`src/rtl/hazard_scoreboard.sv`:
```
// rtl/hazard_scoreboard.sv - E/M/W shadow scoreboard driving D-stage stall and D/E operand forwarding
module hazard_scoreboard #(
    parameter int NSRC     = 2,
    parameter int MULT_CYC = 5,
    parameter int DIV_CYC  = 10,
    parameter int CNT_W    = 32
) (
    input  logic                 clk,
    input  logic                 reset,
    input  logic                 flush,
    input  logic [5*NSRC-1:0]    d_src_addr,
    input  logic [2*NSRC-1:0]    d_src_tuse,
    input  logic [32*NSRC-1:0]   d_src_data,
    input  logic [4:0]           d_dst_addr,
    input  logic                 d_dst_wen,
    input  logic [1:0]           d_tnew,
    input  logic                 d_md_start,
    input  logic                 d_md_is_div,
    input  logic                 d_md_use,
    input  logic                 d_epc_wr,
    input  logic                 d_eret,
    input  logic [32*NSRC-1:0]   e_src_data,
    input  logic [31:0]          e_wd,
    input  logic [31:0]          m_wd,
    input  logic [31:0]          w_wd,
    output logic                 stall,
    output logic [32*NSRC-1:0]   d_src_fwd,
    output logic [32*NSRC-1:0]   e_src_fwd,
    output logic                 md_busy,
    output logic [CNT_W-1:0]     stall_cnt
);

    localparam int MD_MAX = (DIV_CYC > MULT_CYC) ? DIV_CYC : MULT_CYC;
    localparam int MD_W   = $clog2(MD_MAX + 1);

    typedef struct packed {
        logic              valid;
        logic [4:0]        dst;
        logic              wen;
        logic [1:0]        tnew;
        logic [5*NSRC-1:0] src_addr;
        logic              md_start;
        logic              md_is_div;
        logic              epc_wr;
    } slot_t;

    slot_t            e_slot, m_slot, w_slot, d_rec;
    logic [MD_W-1:0]  md_cnt;
    logic             src_stall, md_stall, eret_stall;

    function automatic logic slot_match(input slot_t s, input logic [4:0] a);
        return s.valid && s.wen && (s.dst == a) && (a != 5'd0);
    endfunction

    function automatic slot_t age(input slot_t s);
        slot_t r;
        r = s;
        if (r.tnew != 2'd0)
            r.tnew = r.tnew - 2'd1;
        return r;
    endfunction

    always_comb begin
        d_rec           = '0;
        d_rec.valid     = 1'b1;
        d_rec.dst       = d_dst_addr;
        d_rec.wen       = d_dst_wen;
        d_rec.tnew      = d_tnew;
        d_rec.src_addr  = d_src_addr;
        d_rec.md_start  = d_md_start;
        d_rec.md_is_div = d_md_is_div;
        d_rec.epc_wr    = d_epc_wr;
    end

    always_comb begin
        src_stall = 1'b0;
        for (int i = 0; i < NSRC; i++) begin
            if (slot_match(e_slot, d_src_addr[5*i +: 5]) && (d_src_tuse[2*i +: 2] < e_slot.tnew))
                src_stall = 1'b1;
            if (slot_match(m_slot, d_src_addr[5*i +: 5]) && (d_src_tuse[2*i +: 2] < m_slot.tnew))
                src_stall = 1'b1;
        end
        md_stall   = d_md_use && ((e_slot.valid && e_slot.md_start) || (md_cnt != '0));
        eret_stall = d_eret && ((e_slot.valid && e_slot.epc_wr) || (m_slot.valid && m_slot.epc_wr));
        stall      = src_stall || md_stall || eret_stall;
    end

    // Only a slot whose value is already produced (tnew == 0) may supply an operand.
    always_comb begin
        d_src_fwd = d_src_data;
        e_src_fwd = e_src_data;
        for (int i = 0; i < NSRC; i++) begin
            if (slot_match(e_slot, d_src_addr[5*i +: 5]) && (e_slot.tnew == 2'd0))
                d_src_fwd[32*i +: 32] = e_wd;
            else if (slot_match(m_slot, d_src_addr[5*i +: 5]) && (m_slot.tnew == 2'd0))
                d_src_fwd[32*i +: 32] = m_wd;
            else if (slot_match(w_slot, d_src_addr[5*i +: 5]) && (w_slot.tnew == 2'd0))
                d_src_fwd[32*i +: 32] = w_wd;

            if (slot_match(m_slot, e_slot.src_addr[5*i +: 5]) && (m_slot.tnew == 2'd0))
                e_src_fwd[32*i +: 32] = m_wd;
            else if (slot_match(w_slot, e_slot.src_addr[5*i +: 5]) && (w_slot.tnew == 2'd0))
                e_src_fwd[32*i +: 32] = w_wd;
        end
    end

    always_ff @(posedge clk) begin
        if (reset) begin
            e_slot    <= '0;
            m_slot    <= '0;
            w_slot    <= '0;
            md_cnt    <= '0;
            stall_cnt <= '0;
        end else begin
            if (flush) begin
                e_slot <= '0;
                m_slot <= '0;
                w_slot <= '0;
            end else begin
                w_slot <= age(m_slot);
                m_slot <= age(e_slot);
                e_slot <= stall ? slot_t'('0) : d_rec;
            end

            // A running count survives flush; only a new start is suppressed.
            if (e_slot.valid && e_slot.md_start && !flush)
                md_cnt <= e_slot.md_is_div ? MD_W'(DIV_CYC) : MD_W'(MULT_CYC);
            else if (md_cnt != '0)
                md_cnt <= md_cnt - MD_W'(1);

            if (stall && (stall_cnt != {CNT_W{1'b1}}))
                stall_cnt <= stall_cnt + CNT_W'(1);
        end
    end

    assign md_busy = (md_cnt != '0);

    logic unused_slot_bits;
    assign unused_slot_bits = ^{w_slot, m_slot};

endmodule

```
`config.mk`:
```
export PLATFORM = sky130hd
export DESIGN_NAME = hazard_scoreboard
export DESIGN_NICKNAME = d
export VERILOG_FILES = /design/src/rtl/hazard_scoreboard.sv
export SDC_FILE = /design/constraint.sdc
export NUM_CORES = 1
export LEC_CHECK = 0
export BUFFER_PORTS_ARGS = -buffer_cell sky130_fd_sc_hd__buf_2
export CAP_MARGIN = 30
export CORE_AREA = 2 2 162 164
export CTS_CLUSTER_DIAMETER = 40
export DETAILED_ROUTE_END_ITERATION = 7
export DIE_AREA = 0 0 164 166
export GPL_TIMING_DRIVEN = 0
export RECOVER_POWER = 25
export REMOVE_ABC_BUFFERS = 1
export SLEW_MARGIN = 30
export SYNTH_ARGS = -nofsm -noshare
export SYNTH_HDL_FRONTEND = slang
export SYNTH_SLANG_ARGS = --single-unit
```
`constraint.sdc`:
```
create_clock -name clk -period 2.8 [get_ports clk]
set_clock_uncertainty 0.05 [all_clocks]
set_input_delay 0.14 -clock clk [delete_from_list [all_inputs] [get_ports clk]]
set_output_delay 0.14 -clock clk [all_outputs]
set_load 0.02 [all_outputs]
```
## Word-level counts from Yosys, hierarchy flattened

Index checks and enable logic that the tools add are counted.

- Register bits: 77
- Bits of input ports: 254
- Output and inout port bits: 162

- Add/subtract/negate cells: 4
- Magnitude comparators: 4
- Equality and inequality tests: 11
- Multiplexer cells: 20
- Reductions and logical operators: 62

Operators by type and width:

| kind | number |
|---|---|
| 32-bit two-way mux | 10 |
| 5-bit equality test | 10 |
| 1-bit logical AND | 44 |
| 32-bit by 1-bit adder with 32-bit output (second input constant) | 1 |
| 32-bit != test (second input constant) | 1 |
| 22-bit two-way mux | 1 |
| 5-bit nonzero test | 4 |
| 4-bit two-way mux | 3 |
| 2-bit less-than comparator | 4 |
| 2-bit logical NOT | 3 |
| 2-bit nonzero test | 3 |
| 1-bit logical OR | 4 |
| 1-bit two-way mux | 4 |
| 2-bit two-way mux | 2 |
| 4-bit nonzero test | 1 |
| 2-bit by 1-bit subtractor with 2-bit output (second input constant) | 2 |
| 4-bit by 1-bit subtractor with 4-bit output (second input constant) | 1 |
| 3-bit OR reduction | 1 |
| 2-bit OR reduction | 1 |
| 1-bit logical NOT | 1 |

## Logic depth before layout (Yosys ltp)

- Word-level depth: 11
- Gate-level depth with buffers: 11
- Depth with buffers taken out: 10

## Worst setup path before layout

No wires, ideal clock.

- Path type: reg2reg
- Start: reg stall_cnt[0]
- End: reg stall_cnt[1]
- Arrival time: 2.119 ns
- Required time: 2.622 ns
- Path slack: 0.503 ns
- Stages on the path, launching flop included: 11
- Buffers on the path: 2
- Clock period less this slack: 2.297 ns
- Cells stage by stage: dfxtp_1 > ha_1 > and3_1 > nand3_1 > nor3_1 > nand4_1 > o21ai_4 > buf_6 > buf_8 > mux2i_1 > nor2_1

- Word-level cells in the longest chain between the ends: 2
- Elaborated cells on any way between the ends: 3

Ends and longest elaborated chain:

| what | line | source |
|---|---|---|
| from (decl) | 30 | `output logic [CNT_W-1:0] stall_cnt` |
| from (signal assigned) | 132 | `stall_cnt <= stall_cnt + CNT_W'(1);` |
| parallel branches: the longest is 2 deep, another holds 32-bit by 1-bit adder with 32-bit output | n/a |  |

Parallel ways; which one is timed is not known.
A chain may end at the register's enable or synchronous reset.

## Worst setup path in the final report

- Start: reg w_slot[17] (netlist bit)
- End: out d_src_fwd[18]

- Word-level cells in the longest chain between the ends: 7

Ends and longest elaborated chain:

| what | line | source |
|---|---|---|
| from (decl) | 47 | `slot_t e_slot, m_slot, w_slot, d_rec;` |
| from (signal assigned) | 120 | `w_slot <= age(m_slot);` |
| 5-bit equality test | 52 | `return s.valid && s.wen && (s.dst == a) && (a != 5'd0);` |
| 1-bit logical AND (2 in a row) | 52 |  |
| 1-bit logical AND | 97 | `else if (slot_match(w_slot, d_src_addr[5*i +: 5]) && (w_slot.tnew == 2'd0))` |
| 32-bit two-way mux | 97 |  |
| 32-bit two-way mux | 95 | `else if (slot_match(m_slot, d_src_addr[5*i +: 5]) && (m_slot.tnew == 2'd0))` |
| 32-bit two-way mux | 93 | `if (slot_match(e_slot, d_src_addr[5*i +: 5]) && (e_slot.tnew == 2'd0))` |
| to (decl) | 27 | `output logic [32*NSRC-1:0] d_src_fwd,` |

No other way between the ends.

==> qor.txt <==
Area of the multi-input gates: 0.00529 mm2
Post-route setup TNS: 0 ns
Total CTS buffers: 9
DP Wirelength: 30.0 mm
Share of cells above drive strength 1: 37.9%
Buffers on Ports: 415
Fin crit share: 96.7%
Synth Flop Type: dfxtp_1
Core area: 0.0256 mm2
CP peak stage delay: 0.40 ns
Drc violations: 0
DR vias/cell: 5.14
H-Tree Depth: 3
Hold Path Class: input pin to flop
YS warnings: 0
Lkg Pwr: 4.33 nW
Max Fclk: 0.369 GHz
PwrDens: 369 mW/mm2
Mean post-synth cell area: 7.37 um2
Worst-path cell chain: xnor2_1, nand4_1, a2111oi_4, buf_6, buf_6, mux2i_1, nand2_1, o21ai_0, o21ai_2, buf_2
Largest net degree at the start of global routing: 55
DP Cell Count: 1672
Ys async rst share: 0%
Fin. Hold Viols: 0
Cell family with most CP delay: compound AO/OA/AOI/OAI gates
Critical Path AT: 2.52 ns
Clock buffer depth: 2
First-pass GRT wire length: 53.1 mm
Commonest non-fill, non-tap cell in the layout: buf_2
WP buf/inv: 3
Sequential fraction of the synthesis area: 21.8%
Violated checks: capacitance limit, slew limit
Req. time, crit path: 2.61 ns
Starting density of the core: 27.7%
Layout area overhead: 46.3%
Routed vias: 8927
Routed wire per std cell: 21.6 um
Final ANT Viol Nets: 0
WS Path Type: flop to primary output
Number of flops mapped to enable cells by yosys: 0
Row Count: 59
Final Slew Violations: 39
First-pass DRT Iterations: 5
Crit-path most repeated cell: buf_6
Worst VDD drop: 369 uV
Initial antenna violation count: 21
Vias in the first global route: 8171
Tightest Pin Transition: 1.88 ns
Io pins: 416
Congestion Overflow GR: 0
Die area: 0.0272 mm2
Crit-path max FO: 10
Critical Path Source Type: flop
Clock Pin Slew Worst Setup and Hold Paths: 0.08 ns
Die Y: 166 um
CTS sink count: 77
Routed wire length: 37.6 mm
Yosys reg bits: 77
Nets: 1645
CTS tree: built
Post-Syn Area: 0.00708 mm2
Unique masters post-synth: 49
Worst-Skew Late Latency: 0.34 ns
Min Tclk post-route: 2.71 ns
Width of the chip: 164 um
Mapped Cells: 961
Reg area: 0.00156 mm2
Fillers: 2728
Initial DRC Count: 620
Setup crit end kind: primary output
Max stage delay cell, worst path: dfxtp_2
Status: finished, violations left
Clk root buf: clkbuf_16
Rel. slew slack: -25.9%
Max_cap viols: 1
Most frequent cells in the layout: buf_2, mux2i_1, nand2_1, a21oi_1, nor2_1
Post-Layout Cell Count: 1738
Routability cong.: 0.945
Total GRT Usage: 25.9%
Final Setup Violations: 0
-- area by class of cell --
| class | count | area share [%] |
|---|---|---|
| inverters | 11 | 0.399 |
| well taps | 335 | 4.05 |
| diodes | 14 | 0.338 |
| clock inverters | 7 | 0.737 |
| flip-flops and latches | 77 | 15.1 |
| clock buffers | 9 | 2.17 |
| multi-input cells | 803 | 51.0 |
| repair buffers | 482 | 26.2 |
-- cell families (layout without fill, tap and decap cells) --
kind of cell | after synthesis | after routing | share of synthesized area, %
simple gates | 343 | 345 | 24.0
fa+ha+maj | 7 | 7 | 1.24
buf+inv | 84 | 509 | 5.32
xor+xnor | 51 | 51 | 6.31
compound gates | 238 | 239 | 18.1
flops | 77 | 77 | 21.8
other cells | 0 | 14 | 0
mux | 161 | 161 | 23.3
-- sequential cells by signal, summed over array words and instances (netlist names) --
signal / flops
w_slot: 9
e_slot: 22
m_slot: 10
md_cnt: 4
stall_cnt: 32
-- synth_stat cells, drive strengths merged, types with 8 or more instances --
cell type	number	area, um2
a21oi	101	505
and2	17	106
nand3	14	75.1
xnor2	28	245
or3	21	131
xor2	23	201
dfxtp	77	1540
o21ai	119	607
or4	12	93.8
nand2	118	443
clkbuf	42	159
nand4	19	119
buf	31	176
nor2	84	325
nor3	8	40.0
mux2	32	360
and3	29	181
mux2i	129	1290
inv	11	41.3
o31ai	8	60.1
-- stage by stage --
step / cell area, um2 / setup slack (ns) / utilization [%] / total power, mW / hold slack (ns)
final: 10400 / 0.0922 / 40.4 / 3.82 / 0.0145
after global routing: 10300 / -0.0147 / 40.4 / 4.02 / 0.0121
after CTS: 10200 / 0.0205 / 39.8 / 3.77 / 0.000794
after detailed placement: 9660 / -0.295 / 37.7 / 2.56 / 0.318
after global placement: 9240 / -3.91 / 36.1 / 2.49 / 0.312
after floorplan: 6750 / -1.36 / - / 1.94 / 0.159
-- worst paths after layout --
check / from / end / slack (ns) / depth (start not counted)
max reg2reg: md_cnt[0] / stall_cnt[1] / 0.18 / 10
min: d_md_is_div / e_slot[1] / 0.01 / 2
max: w_slot[17] / d_src_fwd[18] / 0.09 / 10
min reg2reg: m_slot[15] / w_slot[15] / 0.40 / 1
-- worst register-to-register path: cells and delay by family (launching register included) --
kind            cells  cell delay [ns]
compound gates      2             0.66
buf+inv             2             0.29
fa+ha+maj           1             0.15
mux                 1             0.18
simple gates        4             0.82
flops               1             0.33
-- metal layers --
layer  vias up  routed length [um]  part of all wire (%)  track usage (%)
met1      4169               15800                    42             33.1
li1       4300                   -                     -                -
met2       387               17300                    46             41.6
met3        59                3400                   9.0             7.19
met4        12                1020                   2.7             9.15
met5         -                  85                  0.23                0
-- power breakdown --
part / switching (mW) / internal, mW / leakage [nW]
combinational: 0.852 / 0.576 / 3.55
sequential: 0.0699 / 1.16 / 0.630
clock: 0.530 / 0.635 / 0.149
total: 1.45 / 2.37 / 4.33
-- repair_timing --
action / 4_1_cts / 5_1_grt
setup endpoints to repair: 144 / 83
cloned: 1 / 2
gates resized for setup: 23 / 13
hold buffers: 10 / 0
endpoints found under the hold margin: 10 / 0
pin swaps: 5 / 4
buffers inserted: 10 / 19
Note: power is estimated with default switching activity, not from simulation.
